### src/rtl/cpu_types_pkg.sv
// Shared CPU datapath types: word type, RAM handshake state and arbiter states.
package cpu_types_pkg;

    localparam int unsigned WORD_W = 32;

    typedef logic [WORD_W-1:0] word_t;

    typedef enum logic [1:0] {
        FREE   = 2'd0,
        BUSY   = 2'd1,
        ACCESS = 2'd2,
        ERROR  = 2'd3
    } ramstate_t;

    typedef enum logic [1:0] {
        IDLE  = 2'd0,
        DSERV = 2'd1,
        ISERV = 2'd2
    } arb_state_t;

endpackage

### src/rtl/memory_arbiter.sv
// Single-port RAM arbiter between icache and dcache.
// dcache has priority and holds the port across a two-word block; a starve
// counter forces an icache grant once too many dcache words went by while
// the icache was waiting.
import cpu_types_pkg::*;

module memory_arbiter #(
    parameter int unsigned STARVE_MAX = 4
) (
    input  logic        CLK,
    input  logic        nRST,
    // icache side
    input  logic        iREN,
    input  logic [31:0] iaddr,
    output logic        iwait,
    output logic [31:0] iload,
    // dcache side
    input  logic        dREN,
    input  logic        dWEN,
    input  logic [31:0] daddr,
    input  logic [31:0] dstore,
    output logic        dwait,
    output logic [31:0] dload,
    // RAM port
    output logic        ramREN,
    output logic        ramWEN,
    output logic [31:0] ramaddr,
    output logic [31:0] ramstore,
    input  logic [31:0] ramload,
    input  logic [1:0]  ramstate
);

    localparam int unsigned CNT_W = (STARVE_MAX < 1) ? 1 : $clog2(STARVE_MAX + 1);
    localparam logic [CNT_W-1:0] STARVE_LIM = CNT_W'(STARVE_MAX);

    arb_state_t       state;
    arb_state_t       state_next;
    logic [CNT_W-1:0] starve;
    logic [CNT_W-1:0] starve_next;
    ramstate_t        rs;
    logic             done;
    logic             dreq;

    assign rs   = ramstate_t'(ramstate);
    assign done = (rs == ACCESS);
    assign dreq = dREN | dWEN;

    // Read data is shared by both caches; each only uses it when its wait drops.
    assign iload = ramload;
    assign dload = ramload;

    // State and starve counter registers with synchronous reset.
    always_ff @(posedge CLK) begin
        if (!nRST) begin
            state  <= IDLE;
            starve <= '0;
        end else begin
            state  <= state_next;
            starve <= starve_next;
        end
    end

    // Next-state and RAM/cache handshake decode.
    always_comb begin
        state_next = state;
        ramREN     = 1'b0;
        ramWEN     = 1'b0;
        ramaddr    = '0;
        ramstore   = '0;
        iwait      = 1'b1;
        dwait      = 1'b1;
        case (state)
            IDLE: begin
                if (iREN && (starve >= STARVE_LIM)) begin
                    state_next = ISERV;
                end else if (dreq) begin
                    state_next = DSERV;
                end else if (iREN) begin
                    state_next = ISERV;
                end
            end
            DSERV: begin
                ramaddr  = daddr;
                ramstore = dstore;
                ramWEN   = dWEN;
                ramREN   = dREN & ~dWEN;
                dwait    = ~done;
                // Even word keeps the lock so the odd word of the block follows.
                if (!dreq) begin
                    state_next = IDLE;
                end else if (done && daddr[2]) begin
                    state_next = IDLE;
                end
            end
            ISERV: begin
                ramaddr = iaddr;
                ramREN  = 1'b1;
                iwait   = ~done;
                if (done || !iREN) begin
                    state_next = IDLE;
                end
            end
            default: begin
                state_next = IDLE;
            end
        endcase
        // Hold every output at its idle value while reset is asserted.
        if (!nRST) begin
            ramREN   = 1'b0;
            ramWEN   = 1'b0;
            ramaddr  = '0;
            ramstore = '0;
            iwait    = 1'b1;
            dwait    = 1'b1;
        end
    end

    // Starve counter: counts dcache words served while the icache waits.
    always_comb begin
        starve_next = starve;
        if (!iREN) begin
            starve_next = '0;
        end else if ((state == ISERV) && done) begin
            starve_next = '0;
        end else if ((state == DSERV) && done && (starve < STARVE_LIM)) begin
            starve_next = starve + CNT_W'(1);
        end
    end

endmodule
### config.mk
export PLATFORM = sky130hd
export DESIGN_NAME = memory_arbiter
export DESIGN_NICKNAME = d
export VERILOG_FILES = /design/src/rtl/cpu_types_pkg.sv /design/src/rtl/memory_arbiter.sv
export SDC_FILE = /design/constraint.sdc
export NUM_CORES = 1
export LEC_CHECK = 0
export CAP_MARGIN = 10
export CORE_MARGIN = 10
export CORE_UTILIZATION = 19
export CTS_CLUSTER_SIZE = 16
export DETAILED_ROUTE_END_ITERATION = 10
export PLACE_DENSITY = 0.81
export SLEW_MARGIN = 40
export SYNTH_ARGS = -nofsm -noshare
export SYNTH_HDL_FRONTEND = slang
export SYNTH_SLANG_ARGS = --single-unit
### constraint.sdc
create_clock -name CLK -period 1.55 [get_ports CLK]
set_clock_uncertainty 0.05 [all_clocks]
set_input_delay 0.31 -clock CLK [delete_from_list [all_inputs] [get_ports CLK]]
set_output_delay 0.31 -clock CLK [all_outputs]
set_load 0.01 [all_outputs]
## Word level (Yosys, flattened, before mapping)

Cells that the tools add are included.

| word-level totals | value |
|---|---|
| register bits after elaboration | 5 |
| latch bits | 0 |
| RAM bits | 0 |
| bits in read-only memories | 0 |
| bits of input ports | 135 |
| output and inout bits | 132 |
| logic and storage cells | 46 |
| memories | 0 |

| cells by class | value |
|---|---|
| add/sub/neg operators | 1 |
| $mul | 0 |
| divide/modulo/power cells | 0 |
| magnitude comparators | 2 |
| equal/unequal tests | 6 |
| shifts and indexed selects | 0 |
| multiplexer cells | 19 |
| bitwise logic cells | 6 |
| reductions and logical operators | 10 |

Operator list:

| cell | number |
|---|---|
| 32-bit two-way mux | 3 |
| 32-bit one-hot mux with 2 select lines | 1 |
| 2-bit two-way mux | 6 |
| 1-bit two-way mux | 7 |
| 2-bit one-hot mux with 3 select lines | 1 |
| 1-bit logical AND | 5 |
| 2-bit equality test, second input constant | 2 |
| 4-bit != test, second input constant | 1 |
| 1-bit NOT | 4 |
| 3-bit by 1-bit adder with 3-bit output, second input constant | 1 |
| 3-bit greater-or-equal comparator, second input constant | 1 |
| 3-bit < comparator, second input constant | 1 |
| 3-bit != test, second input constant | 1 |
| 3-bit AND reduction | 1 |
| 3-bit OR reduction | 1 |
| 2-bit by 1-bit equality test with 1-bit output, second input constant | 1 |
| 2-bit zero test | 1 |
| 2-bit != test, second input constant | 1 |
| 1-bit one-hot mux with 2 select lines | 1 |
| 1-bit bitwise AND | 1 |
| 1-bit zero test | 1 |
| 1-bit logical OR | 1 |
| 1-bit bitwise OR | 1 |

## Depth between registers and ports, before layout

| logic depth | value |
|---|---|
| depth in word-level cells | 5 |
| gate-level depth with buffers | 6 |
| depth with buffers taken out | 5 |

## Least setup slack after synthesis

OpenSTA, ideal clock, no wires.

| timing | value |
|---|---|
| path type | register to output |
| start point | reg state[1] |
| end point | out ramaddr[10] |
| arrival | 1.257 ns |
| data required time | 1.190 ns |
| path slack | -0.067 ns |
| cell stages (with the launch flop) | 7 |
| path buffers | 2 |
| path through | dfxtp_1 > inv_1 > ha_1 > clkbuf_1 > clkbuf_1 > a22oi_1 > nor2_1 |

| on the way | value |
|---|---|
| cells in the longest elaborated chain, start to end | 3 |
| elaborated cells between the ends (all ways) | 4 |
| those cells by class | eq/ne (2); mux (2) |

RTL lines:

| item | line | RTL |
|---|---|---|
| start: declaration | memory_arbiter.sv:36 | `arb_state_t state;` |
| start signal: assignment | memory_arbiter.sv:58 | `state <= state_next;` |
| 2-bit equality test or 2-bit by 1-bit equality test with 1-bit output (tied branches) | memory_arbiter.sv:72 | `case (state)` |
| 32-bit one-hot mux with 2 select lines * | memory_arbiter.sv:72 |  |
| 32-bit two-way mux * | memory_arbiter.sv:108 | `if (!nRST) begin` |
| end: declaration | memory_arbiter.sv:27 | `output logic [31:0] ramaddr,` |

Mark *: on every way between the ends. The rest lies on a longest branch, timed or not.

## Worst setup path in the final report

| timing | value |
|---|---|
| start point | reg state[1] |
| end point | out ramaddr[5] |

Same word-level chain as after synthesis.

==> metrics.md <==
| Metric | Value |
|---|---|
| Crit. End Element | `output pin` |
| Cells on worst reg2reg path | `7` |
| Final Hold Fails | `0` |
| Net count, final | `485` |
| Critical path class | `reg -> out` |
| Fin area | `3588 um2` |
| Share of cells above drive strength 1 | `53.49%` |
| Switching power of the nets | `754.3 uW` |
| Post-synthesis sequential area ratio | `6.667%` |
| Die Y | `108.9 um` |
| Yosys reg bits | `5` |
| CTS tree | `built` |
| Clk pin slew, worst setup/hold paths | `0.04 ns` |
| Worst path top cell family by delay | `buffers and inverters` |
| Ys Warns | `0` |
| Worst r2r src | `state[0]$_SDFFE_PN0P_` |
| CTS HTree Levels | `1` |
| Post-synth top area share | `32.50%` |
| Clk_lat worst skew | `0.22 ns` |
| Total power | `1.949 mW` |
| Synth area leaders | `buf_4 (33%), a22oi_1 (16%), and3_1 (14%)` |
| Most frequent cells in the layout | `clkdlybuf4s50_1 (100), buf_2 (39), buf_6 (30), a22oi_2 (26), and3_1 (25)` |
| # fillers | `749` |
| All-layer global routing usage | `14.09%` |
| Max FO, Critical Path | `13` |
| Part of the power in the clock network | `12.7%` |
| Setup violators final | `71` |
| Max_slew headroom | `77.87%` |
| Initial antenna violation count | `0` |
| Area of the core | `7687 um2` |
| Diode count | `0` |
| CP max stage delay | `0.32 ns` |
| Multi-input gate area | `1256 um2` |
| Root buffer cell | `clkbuf_8` |
| Vias in the first global route | `2155` |
| I/O Pins | `267` |
| Status | `complete, but fails checks` |
| Worst-Margin Slew | `0.3319 ns` |
| CTS max path bufs | `2` |
| Worst hold-check path type | `reg -> reg` |
| FP Rows | `32` |
| Commonest non-fill, non-tap cell in the layout | `clkdlybuf4s50_1` |
| Post-route DRC | `0` |
| WHS Endpoint | `starve[1]$_SDFFE_PP0P_` |
| Largest area contributor in the netlist | `buf_4` |
| First-pass GRT wire length | `13060 um` |
| DRT Pass-1 Iters | `4` |
| CTS Sinks | `5` |
| Final WS setup | `-0.2960 ns` |
| Dpl cells | `425` |
| Peak VDD IR | `583.2 uV` |
| Failing checks | `setup timing` |
| Int Pwr | `1.194 mW` |
| Routed wire per std cell | `21.59 um` |
| Comb power frac | `79.7%` |
| Avg Inst Size Synth | `6.794 um2` |
| Worst path cell trace | `buf_4, ha_4, buf_12, a22oi_1, nor2_2, buf_2` |
| Crit Reg-Reg Endpoint | `state[0]$_SDFFE_PN0P_` |
| Largest net degree at the start of global routing | `24` |
| Synth-to-Final Area Change | `139.0%` |
| Vias | `2003` |
| Final ANT Viol Nets | `0` |
| Area after DPL | `2957 um2` |
| Hold Path Depth | `2` |
| Drt first-iter violations | `79` |
| Yosys cell types | `24` |
| Post-Syn Area | `1501 um2` |
| Die width | `108.9 um` |
| Cell Count, Final, Fillers Out | `446` |
| Hold slack | `0.4685 ns` |
| Sequential Power Share | `7.6%` |
| Switching share of total power | `38.71%` |
| Crit path launch type | `flip-flop` |
| Worst reg2reg setup slack | `-0.15 ns` |
| WP buf/inv | `3` |
| Reg area | `105.1 um2` |
| Slowest-stage cell, CP | `dfxtp_2` |
| Arr. time, crit path | `1.49 ns` |
| Hold Startpoint | `starve[1]$_SDFFE_PP0P_` |
| Syn Nets | `361` |
| Setup tns final | `-15.03 ns` |
| Leak | `1.493 nW` |
| DP HPWL | `6783 um` |
| Clock buffer count from CTS | `3` |
| GPL Wtd Cong | `0.8106` |
| Mapped Cells | `221` |
| Final Slew Violations | `0` |
| Max-cap check violation count | `0` |
| PwrDens | `543.1 nW/um2` |
| Starting Density | `19.53%` |
| Fmax | `541.7 MHz` |
| Drt total wl | `9629 um` |
| I/O Buffers | `170` |
| CP required | `1.19 ns` |
| Unrepaired setup endpoints after global routing | `yes` |
| Minimum clock period | `1.846 ns` |
| Fin crit share | `119.1%` |
| Die area | `11860 um2` |
| Aggregate global routing overflow | `0` |
| Via density | `4.491` |
-- per-stage QoR --
step,setup WS [ns],utilization (%)
global placement,-0.6443,38.46
floorplan,0.003935,-
CTS,-0.2665,41.91
global route,-0.3308,46.68
detailed placement,-0.6629,38.46
finish,-0.2960,46.68
-- cell usage after synthesis --
library cell / number
a21o_1: 1
a22oi_1: 32
a31oi_1: 2
and2_1: 1
and2b_4: 1
and3_1: 33
and3b_2: 1
and4bb_2: 1
buf_4: 65
buf_6: 1
clkbuf_1: 17
dfxtp_1: 5
ha_1: 5
inv_1: 3
mux2_4: 1
mux2i_1: 2
nand2_1: 5
nand3_1: 3
nor2_1: 37
o21ai_0: 1
o221ai_2: 1
o2bb2ai_1: 1
or4b_4: 1
xnor2_1: 1
-- cells by family (layout without fill, tap and decap cells) --
family | count (synthesis) | count (layout) | synth area share, %
buffers and inverters | 86 | 209 | 38.25
AOI/OAI and AO/OA | 38 | 38 | 19.25
muxes | 3 | 3 | 2.333
xor gates and xnor gates | 1 | 1 | 0.5834
DFF | 5 | 5 | 6.667
and+or+nand+nor | 83 | 83 | 28.75
adders and majority gates | 5 | 5 | 4.167
-- how the worst max path moves through the flow --
stage | slack (ns) | start | end | depth (start not counted)
6_report | -0.30 | state[1]$_SDFFE_PN0P_ | ramaddr[5] | 6
3_5_place_dp | -0.66 | nRST | ramstore[14] | 4
5_1_grt | -0.33 | state[1]$_SDFFE_PN0P_ | ramaddr[5] | 6
2_1_floorplan | 0.004 | state[1]$_SDFFE_PN0P_ | state[0]$_SDFFE_PN0P_ | 5
4_1_cts | -0.27 | state[0]$_SDFFE_PN0P_ | ramaddr[27] | 6
3_3_place_gp | -0.64 | nRST | ramstore[14] | 4
-- cell type report --
cell class | count | area share (%)
inverters | 3 | 0.4533
flip-flops and latches | 5 | 2.929
multi-input cells | 130 | 35.01
clock buffers | 4 | 1.255
repair buffers | 202 | 56.80
well taps | 102 | 3.556
-- flip-flops by register name, indices dropped and copies added, names as in the netlist --
name,flops
starve,3
state,2
-- layer usage --
| metal | vias up | track usage, % | routed length (um) |
|---|---|---|---|
| li1 | 953 | - | - |
| met1 | 943 | 15.13 | 3421 |
| met2 | 81 | 26.69 | 5399 |
| met3 | 26 | 3.245 | 576 |
| met4 | 0 | 3.955 | 232 |
| met5 | - | 0 | 0 |
-- power groups by stage --
stage,combinational (mW),clock [mW],sequential [mW]
final,1.55,0.247,0.149
after global routing,1.64,0.260,0.151
after CTS,1.33,0.254,0.147
after detailed placement,1.00,0,0.148
after global placement,0.984,0,0.147
after floorplan,0.569,0,0.147
-- worst reg2reg max path: stages (launching register included) --
cell and delay [ns]:
dfxtp_4 0.35, buf_4 0.12, ha_4 0.25, buf_16 0.15, buf_4 0.11, o21ai_2 0.06, o221ai_4 0.19, mux2_4 0.31
-- what timing repair did --
action | in CTS | in global routing
pin swaps | 34 | 19
cloned | 8 | 4
setup endpoints to repair | 70 | 71
hold buffers | 0 | 0
buffers inserted | 2 | 3
gates resized for setup | 359 | 55
Power figures use the tool's default switching activity.
==> variant 1: new RTL, same flow settings <==
Re-encode `arb_state_t` (3 states) as one-hot, 3 bits wide.
--- a/src/rtl/cpu_types_pkg.sv
+++ b/src/rtl/cpu_types_pkg.sv
@@ -12,10 +12,10 @@
         ERROR  = 2'd3
     } ramstate_t;
 
-    typedef enum logic [1:0] {
-        IDLE  = 2'd0,
-        DSERV = 2'd1,
-        ISERV = 2'd2
+    typedef enum logic [2:0] {
+        IDLE  = 3'b001,
+        DSERV = 3'b010,
+        ISERV = 3'b100
     } arb_state_t;
 
 endpackage
Behaviour: same outputs for any inputs over 10 cycles, from zero or initial values and one cycle with nRST low; not proved beyond that.
==> variant 1 against the unedited design <==
- the flow still finishes with violations (setup timing)
- worst hold slack got worse by 0.025 ns
- sequential cell count rose by 1
- maximum frequency fell by 4.6%
- critical path depth fell by 1
- first-iteration DRC count fell by 38%
- cell area fell by 14%
- synthesized area fell by 3.5%
- count of clock-buffer cells in the layout fell by 1
- worst setup slack got worse by 0.089 ns
- wire length fell by 11%
- global-route usage fell by 0.85 points
Power is not compared: it rests on default switching activity, and its combinational part moved more than twofold at a synthesized area within 25%.
==> variant 1: results <==
set metrics [dict create \
    clk_pin_slew_worst_paths_ns 0.04 \
    r2r-start "state[1]" \
    synth_common_cells "buf_4, and3_1, a22o_1, clkbuf_1, dfxtp_1" \
    synth_nets 322 \
    yosys-top-cells-area "buf_4, a22o_1, and3_1, dfxtp_1, clkbuf_1" \
    root_buffer "clkbuf_8" \
    largestRegisters "starve (3), state (3)" \
    dp.final_hpwl_mm 6.66 \
    clock_latency_ns 0.22 \
    grt_pass1_wl_mm 12.1 \
    crit_arrival_ns 1.58 \
    async_reset_ff_share_pct 0 \
    p_leak_nw 1.47 \
    setup_viol 70 \
    synth_sequential_area_ratio_pct 8.29 \
    min_to "starve[1]" \
    grt_max_degree 33 \
    htree_levels 1 \
    cts_made_buffers 3 \
    port_buffers 170 \
    crit_path_max_fanout 7 \
    grt_usage_pct 13.2 \
    worstReg2RegEnd "state[0]" \
    grt_pass1_vias 2070 \
    hold_depth 2 \
    holdWs_ns 0.444 \
    hp-class "reg -> reg" \
    nets 454 \
    synth_cell_types 29 \
    layout-drive-gt1-share_pct 43.7 \
    drtIter0Drc 49 \
    antenna_found_initial 0 \
    dp_slack_ns -0.833 \
    globalplace.congestion 0.820 \
    violations "setup timing" \
    status "complete, but fails checks" \
    dr.pass1.iters 4 \
    drt-total-wl_mm 8.59 \
    worst_pin_slew_ns 0.353 \
    diodes 0 \
    r2r.worst_path.cells 5 \
    placed_area_um2 2890 \
    viasPerCell 4.61 \
    setup_ws_ns -0.385 \
    rrSetupSlack_ns -0.09 \
]
==> variant 1: changes by cell type after synthesis, sizes merged, moves of 3 or more <==
cell	before	now
nor3b	0	4
a22o	0	32
a22oi	32	0
clkbuf	17	7
buf	66	72
a21oi	0	3
ha	5	1
nor2	37	3
==> variant 1: logic make-up (layout without fill, tap and decap cells) <==
family                     count (synthesis)  after routing  synth area share, %
DFF                                        6              6                 8.29
adders and majority gates                  1              1                0.863
AOI/OAI and AO/OA                         46             46                 27.3
and+or+nand+nor                           52             52                 23.4
buffers and inverters                     81            211                 40.2
==> variant 1: area by class of cell <==
cell class,instances,area (um^2)
sequential,6,126
clock buffer,3,41.3
fill,721,4250
timing repair buffer,206,1890
inverter,2,7.51
tap,99,124
multi-input combinational,99,885
==> variant 1: worst max path at each step <==
stage,slack [ns],from,end
after global routing,-0.45,state[1],ramaddr[21]
after global placement,-0.80,nRST,ramaddr[31]
after floorplan,-0.07,state[2],ramREN
final,-0.39,state[1],ramaddr[4]
after CTS,-0.49,state[1],ramaddr[9]
after detailed placement,-0.83,nRST,ramaddr[31]
==> variant 1: power by group <==
| group | internal [mW] | leakage (nW) | switching, mW | total, mW |
|---|---|---|---|---|
| Sequential | 0.165 | 0.0498 | 0.0102 | 0.175 |
| Clock | 0.167 | 0.0216 | 0.0636 | 0.230 |
| Combinational | 0.411 | 1.40 | 0.202 | 0.613 |
| Total | 0.743 | 1.47 | 0.276 | 1.02 |
==> variant 1: routing by layer <==
metal	track usage (%)	vias to the layer above	part of all wire, %
met4	2.32	0	1.5
met1	13.6	880	36
met5	0	-	0
met2	24.2	137	50
met3	6.05	19	12
li1	-	878	-
==> variant 1: worst max-delay path, cell delays in order, from the launching register on <==
cell,delay (ns)
dfxtp_2,0.35
or3b_4,0.42
nor2_8,0.14
buf_6,0.15
a22o_1,0.17
buf_6,0.11
==> variant 1: metrics by stage <==
step                TNS [ns]  cells
global placement      -46.13    396
floorplan              -2.14    186
CTS                   -26.17    417
finish                -22.23    415
global route          -26.28    415
detailed placement    -49.54    396
==> variant 1: what timing repair did <==
item,CTS,global route
gates resized for setup,309,41
endpoints found under the hold margin,0,0
hold buffers,0,0
setup endpoints to repair,70,72
pin swaps,6,19
setup buffers,13,4
cloned,5,0
==> variant 2: new RTL, config.mk and constraints unchanged <==
Without the edit above. The parameter `STARVE_MAX` goes from 4 to 8.
--- a/src/rtl/memory_arbiter.sv
+++ b/src/rtl/memory_arbiter.sv
@@ -5,7 +5,7 @@
 import cpu_types_pkg::*;
 
 module memory_arbiter #(
-    parameter int unsigned STARVE_MAX = 4
+    parameter int unsigned STARVE_MAX = 8
 ) (
     input  logic        CLK,
     input  logic        nRST,
Function: changed (a bounded check fails within 10 cycles, from zero or initial values and one cycle with nRST low).
==> variant 2 against the unedited design <==
- the run still ends with setup timing left
- worst setup slack got worse by 0.027 ns
- non-clock buffer count rose by 14
- cell count grew 5.2%
- wire length grew 6.8%
- largest power group unchanged
- synthesized cell count rose by 4.1%
- synthesized area is 2.9% higher
- global-route usage grew 0.55 points
- highest routed layer unchanged
- total power increased by 3.6%
- sequential share of layout area is 0.43 points higher
- sequential power is 19% higher
- sequential cell count increased by 1
- cell area rose by 6.0%
- count of clock-buffer cells in the layout decreased by 1
- first-iteration DRC count fell by 8.9%
==> variant 2: results <==
set metrics [dict create \
    grt_max_degree 20 \
    fin_setup_tns_ns -15.44 \
    cts_made_buffers 3 \
    crit_path_max_fanout 6 \
    grt_pass1_wl_mm 14.0 \
    vdd_drop_max_uv 187 \
    worst_pin_slew_ns 0.327 \
    min_from "starve[0]" \
    clk_pin_slew_worst_paths_ns 0.04 \
    r2r-start "state[1]" \
    synth_cell_types 29 \
    yosys-top-cells-area "buf_4, a22oi_1, and3_1, nor2_1, dfxtp_1" \
    crit_arrival_ns 1.51 \
    nFillCells 742 \
    holdWs_ns 0.467 \
    diodes 0 \
    slowest_delay_ns 0.35 \
    crit_path_top_delay_cell "dfxtp_4" \
    globalplace.congestion 0.868 \
    setup_viol 74 \
    status "complete, but fails checks" \
    p_sw_share_pct 35.4 \
    viasPerCell 4.64 \
    drtIter0Drc 72 \
    setup_ws_ns -0.323 \
    rrSetupSlack_ns -0.11 \
    synth_nets 370 \
    layout-drive-gt1-share_pct 55.9 \
    p_leak_nw 1.55 \
    avgRoutedWirePerCell_um 21.9 \
    synth_common_cells "buf_4, nor2_1, a22oi_1, and3_1, clkbuf_1" \
    violations "setup timing" \
    placed_area_um2 3070 \
    dp.final_hpwl_mm 7.28 \
    grt_usage_pct 14.6 \
    grt_pass1_vias 2292 \
    min_to "starve[0]" \
    nets 509 \
    largestRegisters "starve (4), state (2)" \
    synth_sequential_area_ratio_pct 7.77 \
]
-- variant 2: cell types whose count changed in the layout (fill, tap and decap cells not counted), sizes merged, moves of 2 or more --
cell           delta
clkbuf            -3
nand2             +4
clkdlybuf4s50     -2
nor2              -2
a21oi             +3
buf              +16
inv               +3
dlygate4sd2       +2
-- variant 2: cell families after synthesis --
logic type / count (synthesis) / synth area share [%]
simple gates: 87 / 29.2
fa+ha+maj: 5 / 4.05
buf+inv: 88 / 37.2
flops: 6 / 7.77
compound gates: 42 / 20.2
mux: 2 / 1.62
-- variant 2: worst max-delay path: cells and delay by family (launching register included) --
kind | cells | cell delay (ns)
buffers and inverters | 5 | 0.56
flip-flops | 1 | 0.35
AND/OR/NAND/NOR | 1 | 0.17
adder cells (fa/ha/maj) | 1 | 0.20
-- variant 2: metal layers --
| layer | vias up | track usage [%] | routed length (um) |
|---|---|---|---|
| met1 | 1031 | 14.8 | 3320 |
| met4 | 0 | 2.94 | 180 |
| met2 | 121 | 28.5 | 5820 |
| li1 | 1012 | - | - |
| met5 | - | 0 | 0 |
| met3 | 12 | 4.70 | 961 |
-- variant 2: power by group through the flow --
stage	Sequential [mW]	Combinational [mW]	Clock, mW
2_1_floorplan	0.173	0.556	0
5_1_grt	0.179	1.69	0.249
6_report	0.178	1.61	0.233
4_1_cts	0.178	1.44	0.235
3_5_place_dp	0.175	1.01	0
3_3_place_gp	0.174	0.986	0
-- variant 2: worst max-delay path by stage --
stage | startpoint | endpoint | slack, ns | cells after the start
6_report | state[1] | ramstore[24] | -0.32 | 7
5_1_grt | state[1] | ramstore[24] | -0.36 | 7
4_1_cts | state[1] | ramaddr[4] | -0.32 | 6
3_5_place_dp | nRST | ramREN | -0.63 | 5
3_3_place_gp | nRST | ramREN | -0.58 | 5
2_1_floorplan | state[1] | state[0] | -0.009 | 5
-- variant 2: final cells by class --
cell class / count / area [um^2] / area share [%]
timing repair buffer: 216 / 2180 / 57.4
multi-input combinational: 136 / 1300 / 34.1
sequential: 6 / 128 / 3.36
tap: 102 / 128 / 3.36
clock buffer: 3 / 41.3 / 1.09
inverter: 6 / 27.5 / 0.724
-- variant 2: stage by stage --
step,cells,worst slack [ns]
6_report,469,-0.323
5_1_grt,469,-0.361
4_1_cts,467,-0.324
3_5_place_dp,444,-0.629
3_3_place_gp,444,-0.577
2_1_floorplan,230,-0.00861
-- variant 2: timing repair --
item                                    in CTS  in global routing
cloned                                       8                  1
endpoints found under the setup margin      72                 74
gates resized for setup                    346                 93
hold endpoints to repair                     0                  0
setup buffers                               13                  5
pin swaps                                   24                  7
